### src/rtl/ram_pkg.sv
// Shared types and constants for the parametrised single-port RAM.
package ram_pkg;

   typedef enum logic [0:0] {
      ST_INIT = 1'b0,
      ST_RUN  = 1'b1
   } state_t;

   localparam int RDW_OLD = 0;
   localparam int RDW_NEW = 1;

   localparam logic [7:0] LOCK0_DEFAULT = 8'hF3;

endpackage

### src/rtl/ram_param_if.sv
// Request/response bundle between the load/store control and ram_param.
// Handshake: requests (we, rd) are honoured only on edges where ready=1;
// rd_valid pulses for one cycle after each accepted rd, dataOut holds that word.
interface ram_param_if #(
   parameter int DATA_W = 8,
   parameter int ADDR_W = 4
) ();
   import ram_pkg::*;

   logic [ADDR_W-1:0] address;
   logic [DATA_W-1:0] dataIn;
   logic              we;
   logic              rd;
   logic [DATA_W-1:0] dataOut;
   logic              rd_valid;
   logic              ready;
   state_t            state;

   modport master (
      output address, dataIn, we, rd,
      input  dataOut, rd_valid, ready, state
   );

   modport slave (
      input  address, dataIn, we, rd,
      output dataOut, rd_valid, ready, state
   );
endinterface

### src/rtl/ram_init_ctrl.sv
// Post-reset clear sweep: walks every address once, then stays in RUN.
module ram_init_ctrl
   import ram_pkg::*;
#(
   parameter int ADDR_W = 4
) (
   input  logic              clock,
   input  logic              reset_n,
   output logic              ready,
   output logic              init_we,
   output logic [ADDR_W-1:0] init_addr,
   output state_t            state
);

   state_t            state_q, state_d;
   logic [ADDR_W-1:0] cnt_q, cnt_d;

   always_ff @(posedge clock or negedge reset_n) begin
      if (!reset_n) begin
         state_q <= ST_INIT;
         cnt_q   <= '0;
      end else begin
         state_q <= state_d;
         cnt_q   <= cnt_d;
      end
   end

   always_comb begin
      state_d = state_q;
      cnt_d   = cnt_q;
      init_we = 1'b0;
      ready   = 1'b0;
      case (state_q)
         ST_INIT: begin
            init_we = 1'b1;
            cnt_d   = cnt_q + 1'b1;
            // Terminal count is all-ones; the wrap back to 0 is harmless.
            if (cnt_q == '1) state_d = ST_RUN;
         end
         ST_RUN: begin
            ready = 1'b1;
         end
         default: state_d = ST_INIT;
      endcase
   end

   assign init_addr = cnt_q;
   assign state     = state_q;

endmodule

### src/rtl/ram_param.sv
// Parametrised single-port RAM with post-reset clear, 1-cycle read latency,
// selectable read-during-write and an optional read-only word 0.
module ram_param
   import ram_pkg::*;
#(
   parameter int                DATA_W      = 8,
   parameter int                ADDR_W      = 4,
   parameter logic [DATA_W-1:0] INIT_VALUE  = '0,
   parameter int                RDW_MODE    = RDW_OLD,
   parameter int                LOCK0       = 1,
   parameter logic [DATA_W-1:0] LOCK0_VALUE = DATA_W'(LOCK0_DEFAULT)
) (
   input logic         clock,
   input logic         reset_n,
   ram_param_if.slave  bus
);

   localparam int DEPTH = 2 ** ADDR_W;

   logic [DATA_W-1:0] mem [DEPTH];

   logic              ready;
   logic              init_we;
   logic [ADDR_W-1:0] init_addr;
   state_t            state;

   ram_init_ctrl #(.ADDR_W(ADDR_W)) u_init_ctrl (
      .clock     (clock),
      .reset_n   (reset_n),
      .ready     (ready),
      .init_we   (init_we),
      .init_addr (init_addr),
      .state     (state)
   );

   logic              locked;
   logic              user_we;
   logic              user_rd;
   logic              wr_en;
   logic [ADDR_W-1:0] wr_addr;
   logic [DATA_W-1:0] wr_data;
   logic [DATA_W-1:0] rd_data;

   assign locked  = (LOCK0 != 0) && (bus.address == '0);
   assign user_we = ready && bus.we && !locked;
   assign user_rd = ready && bus.rd;

   // The sweep owns the write port while it runs; user requests are dropped.
   always_comb begin
      wr_en   = user_we;
      wr_addr = bus.address;
      wr_data = bus.dataIn;
      if (init_we) begin
         wr_en   = 1'b1;
         wr_addr = init_addr;
         wr_data = INIT_VALUE;
      end
   end

   always_comb begin
      rd_data = mem[bus.address];
      if (RDW_MODE == RDW_NEW && bus.we) rd_data = bus.dataIn;
      if (locked) rd_data = LOCK0_VALUE;
   end

   always_ff @(posedge clock) begin
      if (wr_en) mem[wr_addr] <= wr_data;
   end

   always_ff @(posedge clock or negedge reset_n) begin
      if (!reset_n) begin
         bus.dataOut  <= '0;
         bus.rd_valid <= 1'b0;
      end else begin
         bus.rd_valid <= user_rd;
         if (user_rd) bus.dataOut <= rd_data;
      end
   end

   assign bus.ready = ready;
   assign bus.state = state;

endmodule

### src/flat_wrapper.sv
// flat-port wrapper written by rule: the top's interface ports become plain ports
module ram_param_flat import ram_pkg::*;
#(
   parameter int                DATA_W      = 8,
   parameter int                ADDR_W      = 4,
   parameter logic [DATA_W-1:0] INIT_VALUE  = '0,
   parameter int                RDW_MODE    = RDW_OLD,
   parameter int                LOCK0       = 1,
   parameter logic [DATA_W-1:0] LOCK0_VALUE = DATA_W'(LOCK0_DEFAULT)
)
  (clock, reset_n, bus_address, bus_dataIn, bus_we, bus_rd, bus_dataOut, bus_rd_valid, bus_ready, bus_state);
  ram_param_if #(.DATA_W(DATA_W), .ADDR_W(ADDR_W)) bus_i ();
  input logic clock;
  input logic reset_n;
  input wire logic [$bits(bus_i.address)-1:0] bus_address;
  input wire logic [$bits(bus_i.dataIn)-1:0] bus_dataIn;
  input wire logic [$bits(bus_i.we)-1:0] bus_we;
  input wire logic [$bits(bus_i.rd)-1:0] bus_rd;
  output wire logic [$bits(bus_i.dataOut)-1:0] bus_dataOut;
  output wire logic [$bits(bus_i.rd_valid)-1:0] bus_rd_valid;
  output wire logic [$bits(bus_i.ready)-1:0] bus_ready;
  output wire logic [$bits(bus_i.state)-1:0] bus_state;
  assign bus_i.address = bus_address;
  assign bus_i.dataIn = bus_dataIn;
  assign bus_i.we = bus_we;
  assign bus_i.rd = bus_rd;
  assign bus_dataOut = bus_i.dataOut;
  assign bus_rd_valid = bus_i.rd_valid;
  assign bus_ready = bus_i.ready;
  assign bus_state = bus_i.state;
  ram_param #(.DATA_W(DATA_W), .ADDR_W(ADDR_W), .INIT_VALUE(INIT_VALUE), .RDW_MODE(RDW_MODE), .LOCK0(LOCK0), .LOCK0_VALUE(LOCK0_VALUE)) u_core (.clock(clock), .reset_n(reset_n), .bus(bus_i));
endmodule
### config.mk
export PLATFORM = sky130hd
export DESIGN_NAME = ram_param_flat
export DESIGN_NICKNAME = d
export VERILOG_FILES = /design/src/rtl/ram_pkg.sv /design/src/rtl/ram_param_if.sv /design/src/rtl/ram_init_ctrl.sv /design/src/rtl/ram_param.sv /design/src/flat_wrapper.sv
export SDC_FILE = /design/constraint.sdc
export NUM_CORES = 1
export LEC_CHECK = 0
export CAP_MARGIN = 20
export CORE_AREA = 4 4 119 121
export CTS_CLUSTER_DIAMETER = 150
export DETAILED_ROUTE_END_ITERATION = 7
export DIE_AREA = 0 0 123 125
export MAX_ROUTING_LAYER = met4
export SKIP_CTS_REPAIR_TIMING = 1
export SLEW_MARGIN = 25
export SYNTH_ARGS = -nofsm -noshare
export SYNTH_HDL_FRONTEND = slang
export SYNTH_SLANG_ARGS = --single-unit
export TNS_END_PERCENT = 30
### constraint.sdc
create_clock -name clock -period 3.45 [get_ports clock]
set_clock_uncertainty 0.05 [all_clocks]
set_input_delay 0.5175 -clock clock [delete_from_list [all_inputs] [get_ports clock]]
set_output_delay 0.5175 -clock clock [all_outputs]
set_load 0.1 [all_outputs]
==> flow_summary.yaml, run 1 <==
outcome:
  outcome: "finished, final reports clean"
placement:
  pre_cts_slack_ns: 0.5492
  post-dp-hpwl_um: 8148
  io_buffer_count: 26
  dp.cells: 522
  gp_congestion: 0.8245
timing:
  tightest_slew_ns: 0.9946
  slew_viol_final: 0
  hold_violations: 0
  setup_ws_ns: 0.9111
  fin_crit_sh_pct: 73.59
  final.min_clock_period_ns: 2.539
  setup_viol: 0
  holdWs_ns: 0.5048
  rsz0062_at_grt: "no"
  fin_tns_setup_ns: 0
  clock.fmax_mhz: 393.9
  slew_headroom_pct: 33.49
global_routing:
  global_route.usage.total_pct: 17.51
  overflow: 0
  antenna_found_initial: 0
  grt_max_degree: 32
  grt_pass1_wl_um: 18710
  grt_pass1_vias: 3120
final_layout:
  nets: 382
  n_antenna_cell: 0
  utilization_pct: 52.12
  layout-drive-gt1-share_pct: 16.93
  fin_cells: 554
  syn2layout_area_growth_pct: 17.91
power_and_ir_drop:
  ir_worst_vdd_uv: 357.9
  p_per_area_nw_per_um2: 595.0
  leakagePower_nw: 2.317
synth:
  syn_inst: 326
  synth_warnings: 0
  seq_area_frac_synth_pct: 72.51
  syn_avg_cell_area_sq_um: 17.74
  syn_area_sq_um: 5784
  synth_cell_types: 38
  syn-num-nets: 343
  yosys_register_bits: 142
worst_setup_path:
  r2r-end: "u_core.mem[10][1]"
  r2r_cells: 3
  cp_slowest_stage_delay_ns: 1.17
  critPathCaptureType: "output pin"
  slowest_stage: "clkdlybuf4s50_1"
  startpoint_type: "flip-flop"
  worstPathCellList: "clkdlybuf4s50_1"
  critPathTopFamily: "buffers and inverters"
  crit_required_ns: 2.88
  worstPathMaxFanout: 2
  path_depth: 1
  endpoint: "bus_dataOut[2]"
  arrival_ns: 1.97
  reg2reg_from: "u_core.u_init_ctrl.state"
  ff2ff_setup_slack_ns: 1.11
  path_buf_inv: 1
  startpoint: "u_core.bus.dataOut[2]"
  crit_type: "flip-flop to output pin"
hold_path:
  hold_class: "input pin to asynchronous set/reset pin"
die:
  die_w_um: 123
  start_util_pct: 44.21
  io_pins: 27
  num_rows: 42
  core_area_sq_um: 13090
  die-area_sq_um: 15380
  die-height_um: 125
route:
  ant_nets: 0
  wl_met1_um: 5364
  viasPerCell: 5.560
  drt_iter0_markers: 256
  wl_met3_um: 777
  drt_pass1_iterations: 5
  drcViolationCount: 0
  vias: 3080
  routed_wirelength_um: 12110
  routed-wl-met2_um: 5709
  top_layer_used: "met4"
  routedWlPerCell_um: 21.86
clock_network:
  cts_tree: "yes"
  clock_latency_ns: 0.42
  cts_sinks: 142
  clock_tree.root_cell: "clkbuf_16"
  cts_buffers: 17
  cts_max_level: 4
  cts_buffer_depth: 2
  path_clk_slew_ns: 0.06
job:
  maxCapViolCount: 0
==> layout make-up <==
| class | instances | area, sq um |
|---|---|---|
| clock inverters | 14 | 168.9 |
| fillers | 1041 | 6265 |
| clock buffers | 18 | 439.2 |
| inverters | 3 | 11.26 |
| well taps | 176 | 220.2 |
| flip-flops and latches | 142 | 4194 |
| repair buffers | 38 | 335.3 |
| multi-input cells | 163 | 1451 |
==> cells in the mapped netlist (all sizes together) <==
cell,instances,area (sq um)
nor2b,4,25.02
edfxtp,128,3844
nor3b,1,7.510
or3,1,6.260
o32a,1,10.01
nand3,7,35.03
nand2,8,30.03
and2,8,50.05
buf,13,108.8
ha,1,12.51
dfrtp,14,350.3
nand4b,1,8.760
inv,2,7.510
a31oi,5,31.28
clkbuf,5,18.77
o21ai,5,25.02
mux4,21,514.3
a31o,1,8.760
nand2b,7,43.79
a22oi,6,45.04
clkinv,1,3.750
nor3,2,10.01
nor2,27,101.4
o41ai,1,16.27
xnor2,3,26.28
mux2i,24,240.2
o22ai,6,37.54
a21boi,3,22.52
a32oi,4,35.03
mux2,4,45.04
a21oi,11,55.05
a41oi,1,8.760
==> stage by stage <==
| step | area [sq um] | power, W |
|---|---|---|
| CTS | 6820 | 0.004086 |
| detailed placement | 6212 | 0.002255 |
| floorplan | 5784 | 0.002159 |
| global route | 6820 | 0.004195 |
| finish | 6820 | 0.004058 |
| global placement | 6212 | 0.002251 |
==> placed cells by master, fill, tap and decap left out, types with 2 or more instances in the layout <==
master | netlist | routed
nor2b_1 | 4 | 4
edfxtp_1 | 128 | 128
a21boi_0 | 3 | 3
and2_1 | 8 | 8
o21ai_0 | 5 | 5
inv_1 | 2 | 2
a22oi_1 | 6 | 6
clkinvlp_4 | 0 | 5
nand2_1 | 8 | 8
nor2_1 | 27 | 27
nand3_1 | 7 | 7
clkinv_2 | 0 | 3
dfrtp_1 | 14 | 14
clkinv_4 | 0 | 3
a21oi_1 | 11 | 11
clkdlybuf4s50_1 | 0 | 22
buf_4 | 3 | 14
a32oi_1 | 4 | 4
mux4_1 | 11 | 11
xnor2_1 | 3 | 3
nor3_1 | 2 | 2
a31oi_1 | 5 | 5
mux4_2 | 10 | 10
mux2_2 | 4 | 4
o22ai_1 | 6 | 6
mux2i_1 | 24 | 24
bufinv_16 | 0 | 3
nand2b_1 | 7 | 7
clkbuf_16 | 0 | 17
==> power breakdown <==
part / leakage [nW] / internal [W] / total (W) / switching [W]
Clock: 0.284 / 0.00115 / 0.00184 / 0.000687
Combinational: 0.711 / 0.0000934 / 0.000310 / 0.000217
Sequential: 1.32 / 0.00190 / 0.00191 / 0.0000101
Total: 2.32 / 0.00314 / 0.00406 / 0.000914
==> logic make-up (layout without fill, tap and decap cells) <==
group           Yosys count  after routing  share of synthesized area [%]
flops                   142            142                          72.51
buf+inv                  21             73                          2.401
mux                      49             49                          13.82
compound gates           44             44                          5.105
fa+ha+maj                 1              1                         0.2163
simple gates             66             66                          5.494
xor+xnor                  3              3                         0.4543
==> layer usage <==
metal	GRT usage (%)	vias up
met5	-	-
met4	7.492	0
met3	5.149	20
met2	25.06	114
met1	23.44	1566
li1	-	1380
==> state kept, by name, summed over array words and instances (netlist names) <==
register,flops
u_core.u_init_ctrl.init_addr,4
u_core.u_init_ctrl.state,1
u_core.bus.rd_valid,1
u_core.mem,128
u_core.bus.dataOut,8
==> worst min-delay path by stage <==
stage                                  to                  start  depth (start not counted)
finish              u_core.bus.dataOut[6]                reset_n                          1
global route        u_core.bus.dataOut[6]                reset_n                          1
CTS                 u_core.bus.dataOut[2]  u_core.bus.dataOut[2]                          2
detailed placement  u_core.bus.dataOut[2]  u_core.bus.dataOut[2]                          2
global placement    u_core.bus.dataOut[3]  u_core.bus.dataOut[3]                          2
floorplan           u_core.bus.dataOut[0]                reset_n                          0
(Power assumes the default switching activity.)
==> run 2: changes to the inputs <==
- clock period: 3.45 -> 2 ns (I/O delays scaled with it)
==> run 2 against run 1 <==
Sequential cell count unchanged. Setup slack lost 0.74 ns. Sequential power grew 72%. Clock power grew 64%. Cell area increased by 3.9%. Register-to-register slack worse by 0.94 ns. Count of clock-buffer cells in the layout did not move. Routed wire length increased by 2.3%. Combinational power up 84%. Largest power group unchanged.
==> flow_summary.yaml, run 2 (synthesis gave the netlist of run 1 again) <==
outcome:
  outcome: "finished, final reports clean"
die:
  num_rows: 42
  core_area_sq_um: 13090
  die-area_sq_um: 15380
  die_w_um: 123
  die-height_um: 125
  io_pins: 27
  start_util_pct: 44.21
global_routing:
  overflow: 0
  global_route.usage.total_pct: 17.74
  grt_pass1_wl_um: 19130
  grt_pass1_vias: 3293
  grt_max_degree: 30
  antenna_found_initial: 0
timing:
  hold_violations: 0
  fin_crit_sh_pct: 91.51
  setup_viol: 0
  rsz0062_at_grt: "no"
  setup_ws_ns: 0.1698
  slew_headroom_pct: 51.58
  clock.fmax_mhz: 546.4
  final.min_clock_period_ns: 1.830
  slew_viol_final: 0
  tightest_slew_ns: 0.7241
  holdWs_ns: 0.2671
  fin_tns_setup_ns: 0
power_and_ir_drop:
  clockPowerShare_pct: 43.8
  power_frac_comb_pct: 8.3
  seq_power_share_pct: 47.9
  ir_worst_vdd_uv: 411.6
  p_int_w: 0.005293
  swShare_pct: 23.03
  p_per_area_nw_per_um2: 970.2
  leakagePower_nw: 2.484
  finalPower_w: 0.006877
  switchingPower_w: 0.001584
clock_network:
  clock_latency_ns: 0.42
  cts_buffer_depth: 2
  path_clk_slew_ns: 0.06
  clock_tree.root_cell: "clkbuf_16"
  cts_buffers: 17
  cts_sinks: 142
  cts_tree: "yes"
  cts_max_level: 4
worst_setup_path:
  worstPathMaxFanout: 22
  critPathCaptureType: "flip-flop"
  startpoint_type: "flip-flop"
  crit_required_ns: 2.07
  arrival_ns: 1.90
  crit_type: "flip-flop to flip-flop"
placement:
  post-dp-hpwl_um: 8401
  pre_cts_slack_ns: -0.1525
  io_buffer_count: 26
  dp.cells: 554
  gp_congestion: 0.8818
job:
  maxCapViolCount: 0
route:
  viasPerCell: 5.394
  drcViolationCount: 0
  routed_wirelength_um: 12390
  drt_pass1_iterations: 5
  ant_nets: 0
  routedWlPerCell_um: 21.14
  drt_iter0_markers: 172
  vias: 3161
final_layout:
  layout_commonest_cell: "edfxtp_1"
  layout-drive-gt1-share_pct: 25.85
  largest-register: "u_core.mem"
  largest_reg_flops: 128
  fin_cells: 586
  most-common-layout-cells: "edfxtp_1, buf_4, nor2_1"
  n_antenna_cell: 0
  syn2layout_area_growth_pct: 22.54
  fillers: 1040
  nets: 414
hold_path:
  hold_class: "input pin to asynchronous set/reset pin"
## run 2: final cells by class
cell class,count,area (sq um),area share [%]
clock buffers,18,429.2,6.055
clock inverters,14,147.6,2.083
inverters,3,11.26,0.1589
multi-input cells,163,1454,20.51
flip-flops and latches,142,4198,59.22
well taps,176,220.2,3.107
repair buffers,70,628.1,8.861
## run 2: per-stage QoR
step                      cell area, sq um  util, %
after detailed placement              6511    49.76
after CTS                             7088    54.17
final                                 7088    54.17
after global placement                6511    49.76
after floorplan                       5791        -
after global routing                  7088    54.17
## run 2: power groups by stage
stage / clock, W / sequential (W) / combinational (W)
finish: 0.00302 / 0.00329 / 0.000569
global route: 0.00323 / 0.00329 / 0.000606
CTS: 0.00308 / 0.00329 / 0.000577
global placement: 0 / 0.00335 / 0.000571
floorplan: 0 / 0.00351 / 0.000217
detailed placement: 0 / 0.00335 / 0.000577
## run 2: metal layers
metal  up-vias  GRT usage (%)  wire (um)
li1       1445              -          -
met1      1610          23.52       5574
met2        93          26.63       6026
met3        13          4.607        603
met4         0          6.384        181
met5         -              -          0
## run 2: worst max-delay path, cell delays in order, from the launching register on
cell,delay [ns]
dfrtp_4,0.59
nor3_1,0.22
a21oi_1,0.06
buf_4,0.16
nor2_1,0.23
buf_4,0.22
## run 2: final timing paths
| kind | start | end | slack, ns | cells past startpoint |
|---|---|---|---|---|
| min | reset_n | u_core.u_init_ctrl.init_addr[3] | 0.27 | 1 |
| max in group asynchronous | reset_n | u_core.u_init_ctrl.state | 1.10 | 1 |
| min reg2reg | u_core.bus.dataOut[2] | u_core.bus.dataOut[2] | 0.52 | 2 |
| min in group clock | u_core.bus.dataOut[2] | u_core.bus.dataOut[2] | 0.52 | 2 |
| max reg2reg | u_core.u_init_ctrl.state | u_core.mem[4][2] | 0.17 | 5 |
| max | u_core.u_init_ctrl.state | u_core.mem[4][2] | 0.17 | 5 |
==> run 3: changes to the inputs <==
- CORE_AREA: 4 4 119 121 -> 4 4 158 160
- DIE_AREA: 0 0 123 125 -> 0 0 162 164
==> run 3 against run 2 <==
Combinational power is essentially flat. First-iteration DRC count grew 75%. Sequential power is essentially flat. Via count is essentially flat. Critical endpoint is now bus_state.
==> flow_summary.yaml, run 3 (synthesis gave the netlist of run 1 again) <==
route:
  vias: 3162
  drt_pass1_iterations: 4
  top_layer_used: "met4"
  viasPerCell: 4.343
  drt_iter0_markers: 301
  wl_met3_um: 669
  routed-wl-met2_um: 5813
  wl_met1_um: 6174
  routedWlPerCell_um: 17.71
  drcViolationCount: 0
  routed_wirelength_um: 12900
  ant_nets: 0
power_and_ir_drop:
  seq_power_share_pct: 46.5
  power_frac_comb_pct: 8.1
  clockPowerShare_pct: 45.5
  switchingPower_w: 0.001653
  leakagePower_nw: 2.511
  p_per_area_nw_per_um2: 974.8
  finalPower_w: 0.007092
  p_int_w: 0.005439
  swShare_pct: 23.31
  ir_worst_vdd_uv: 532.1
die:
  core_area_sq_um: 23400
  start_util_pct: 24.72
  die-area_sq_um: 26570
  die_w_um: 162
  num_rows: 56
  io_pins: 27
  die-height_um: 164
worst_setup_path:
  worstPathMaxFanout: 24
  slowest_stage: "dfrtp_4"
  cp_slowest_stage_delay_ns: 0.58
  critPathCaptureType: "output pin"
  path_buf_inv: 2
  startpoint_type: "flip-flop"
  r2r-end: "u_core.mem[13][1]"
  arrival_ns: 1.46
  ff2ff_setup_slack_ns: 0.23
  reg2reg_from: "u_core.u_init_ctrl.state"
  worstPathCellList: "buf_4 -> buf_12"
  crit_type: "flip-flop to output pin"
  r2r_cells: 3
  critPathTopFamily: "flip-flops"
  crit_required_ns: 1.65
timing:
  rsz0062_at_grt: "no"
  slew_viol_final: 0
  fin_crit_sh_pct: 90.30
  slew_headroom_pct: 53.92
  hold_violations: 0
  final.min_clock_period_ns: 1.806
  clock.fmax_mhz: 553.7
  setup_viol: 0
  tightest_slew_ns: 0.6890
clock_network:
  clock_tree.root_cell: "clkbuf_16"
  clock_latency_ns: 0.41
  cts_buffers: 17
  cts_sinks: 142
  cts_buffer_depth: 2
  cts_tree: "yes"
  path_clk_slew_ns: 0.06
  cts_max_level: 4
final_layout:
  n_antenna_cell: 0
  utilization_pct: 31.09
  layout_commonest_cell: "edfxtp_1"
  layout-drive-gt1-share_pct: 25.67
  largest-register: "u_core.mem"
  syn2layout_area_growth_pct: 25.78
  most-common-layout-cells: "edfxtp_1, buf_4, nor2_1"
  design_area_sq_um: 7276
  nets: 413
  largest_reg_flops: 128
  fillers: 2317
global_routing:
  global_route.usage.total_pct: 10.51
  grt_pass1_wl_um: 19970
  grt_max_degree: 25
  grt_pass1_vias: 3276
  antenna_found_initial: 0
  overflow: 0
outcome:
  outcome: "finished, final reports clean"
placement:
  gp_congestion: 0.8903
  post-dp-hpwl_um: 8695
  dpl_cell_area_sq_um: 6670
  io_buffer_count: 26
hold_path:
  hold_class: "input pin to asynchronous set/reset pin"
job:
  maxCapViolCount: 0
run 3: cell types whose count changed in the layout (fill, tap and decap cells not counted):
cell,previous run,this run
clkinvlp_4,8,2
buf_12,6,5
inv_6,0,6
clkinv_4,2,1
clkinv_1,1,2
clkbuf_1,1,0
bufinv_16,2,3
run 3: worst max path at each step:
stage | start | end | slack (ns) | cells past startpoint
after floorplan | u_core.u_init_ctrl.state | u_core.mem[13][0] | -0.07 | 3
after global placement | bus_address[2] | u_core.mem[3][6] | -0.05 | 6
after detailed placement | bus_address[2] | u_core.bus.dataOut[5] | -0.11 | 6
after CTS | u_core.u_init_ctrl.state | bus_state | 0.17 | 2
after global routing | u_core.u_init_ctrl.state | bus_state | 0.12 | 2
final | u_core.u_init_ctrl.state | bus_state | 0.19 | 2
run 3: power groups by stage:
stage               clock network, W  registers (W)  logic (W)
floorplan                          0        0.00351   0.000217
detailed placement                 0        0.00336   0.000578
CTS                          0.00329        0.00330   0.000578
global route                 0.00343        0.00330   0.000609
finish                       0.00323        0.00330   0.000571
global placement                   0        0.00336   0.000569
run 3: layer usage:
layer	up-vias	track usage [%]
li1	1443	-
met1	1610	14.29
met2	92	15.09
met3	17	3.087
met4	0	3.614
met5	-	-
run 3: layout make-up:
type	count	area [sq um]	area share, %
sequential	142	4198	57.70
multi-input combinational	163	1454	19.98
timing repair buffer	69	608.1	8.358
clock buffer	17	425.4	5.847
tap	319	399.1	5.486
clock inverter	15	180.2	2.476
inverter	3	11.26	0.1548
run 3: per-stage QoR:
| stage | std cells | setup TNS (ns) | hold WS (ns) | setup WS (ns) |
|---|---|---|---|---|
| global route | 728 | 0 | 0.3141 | 0.1186 |
| finish | 728 | 0 | 0.2522 | 0.1940 |
| global placement | 696 | -2.764 | 0.5270 | -0.05097 |
| floorplan | 326 | -1.943 | -0.04559 | -0.07123 |
| CTS | 728 | 0 | 0.2611 | 0.1664 |
| detailed placement | 696 | -5.560 | 0.5373 | -0.1062 |
run 3: worst register-to-register path, stage by stage, from the launching register on:
cell and delay [ns]:
dfrtp_4 0.59, o32a_1 0.50, nor2_1 0.12, buf_4 0.21
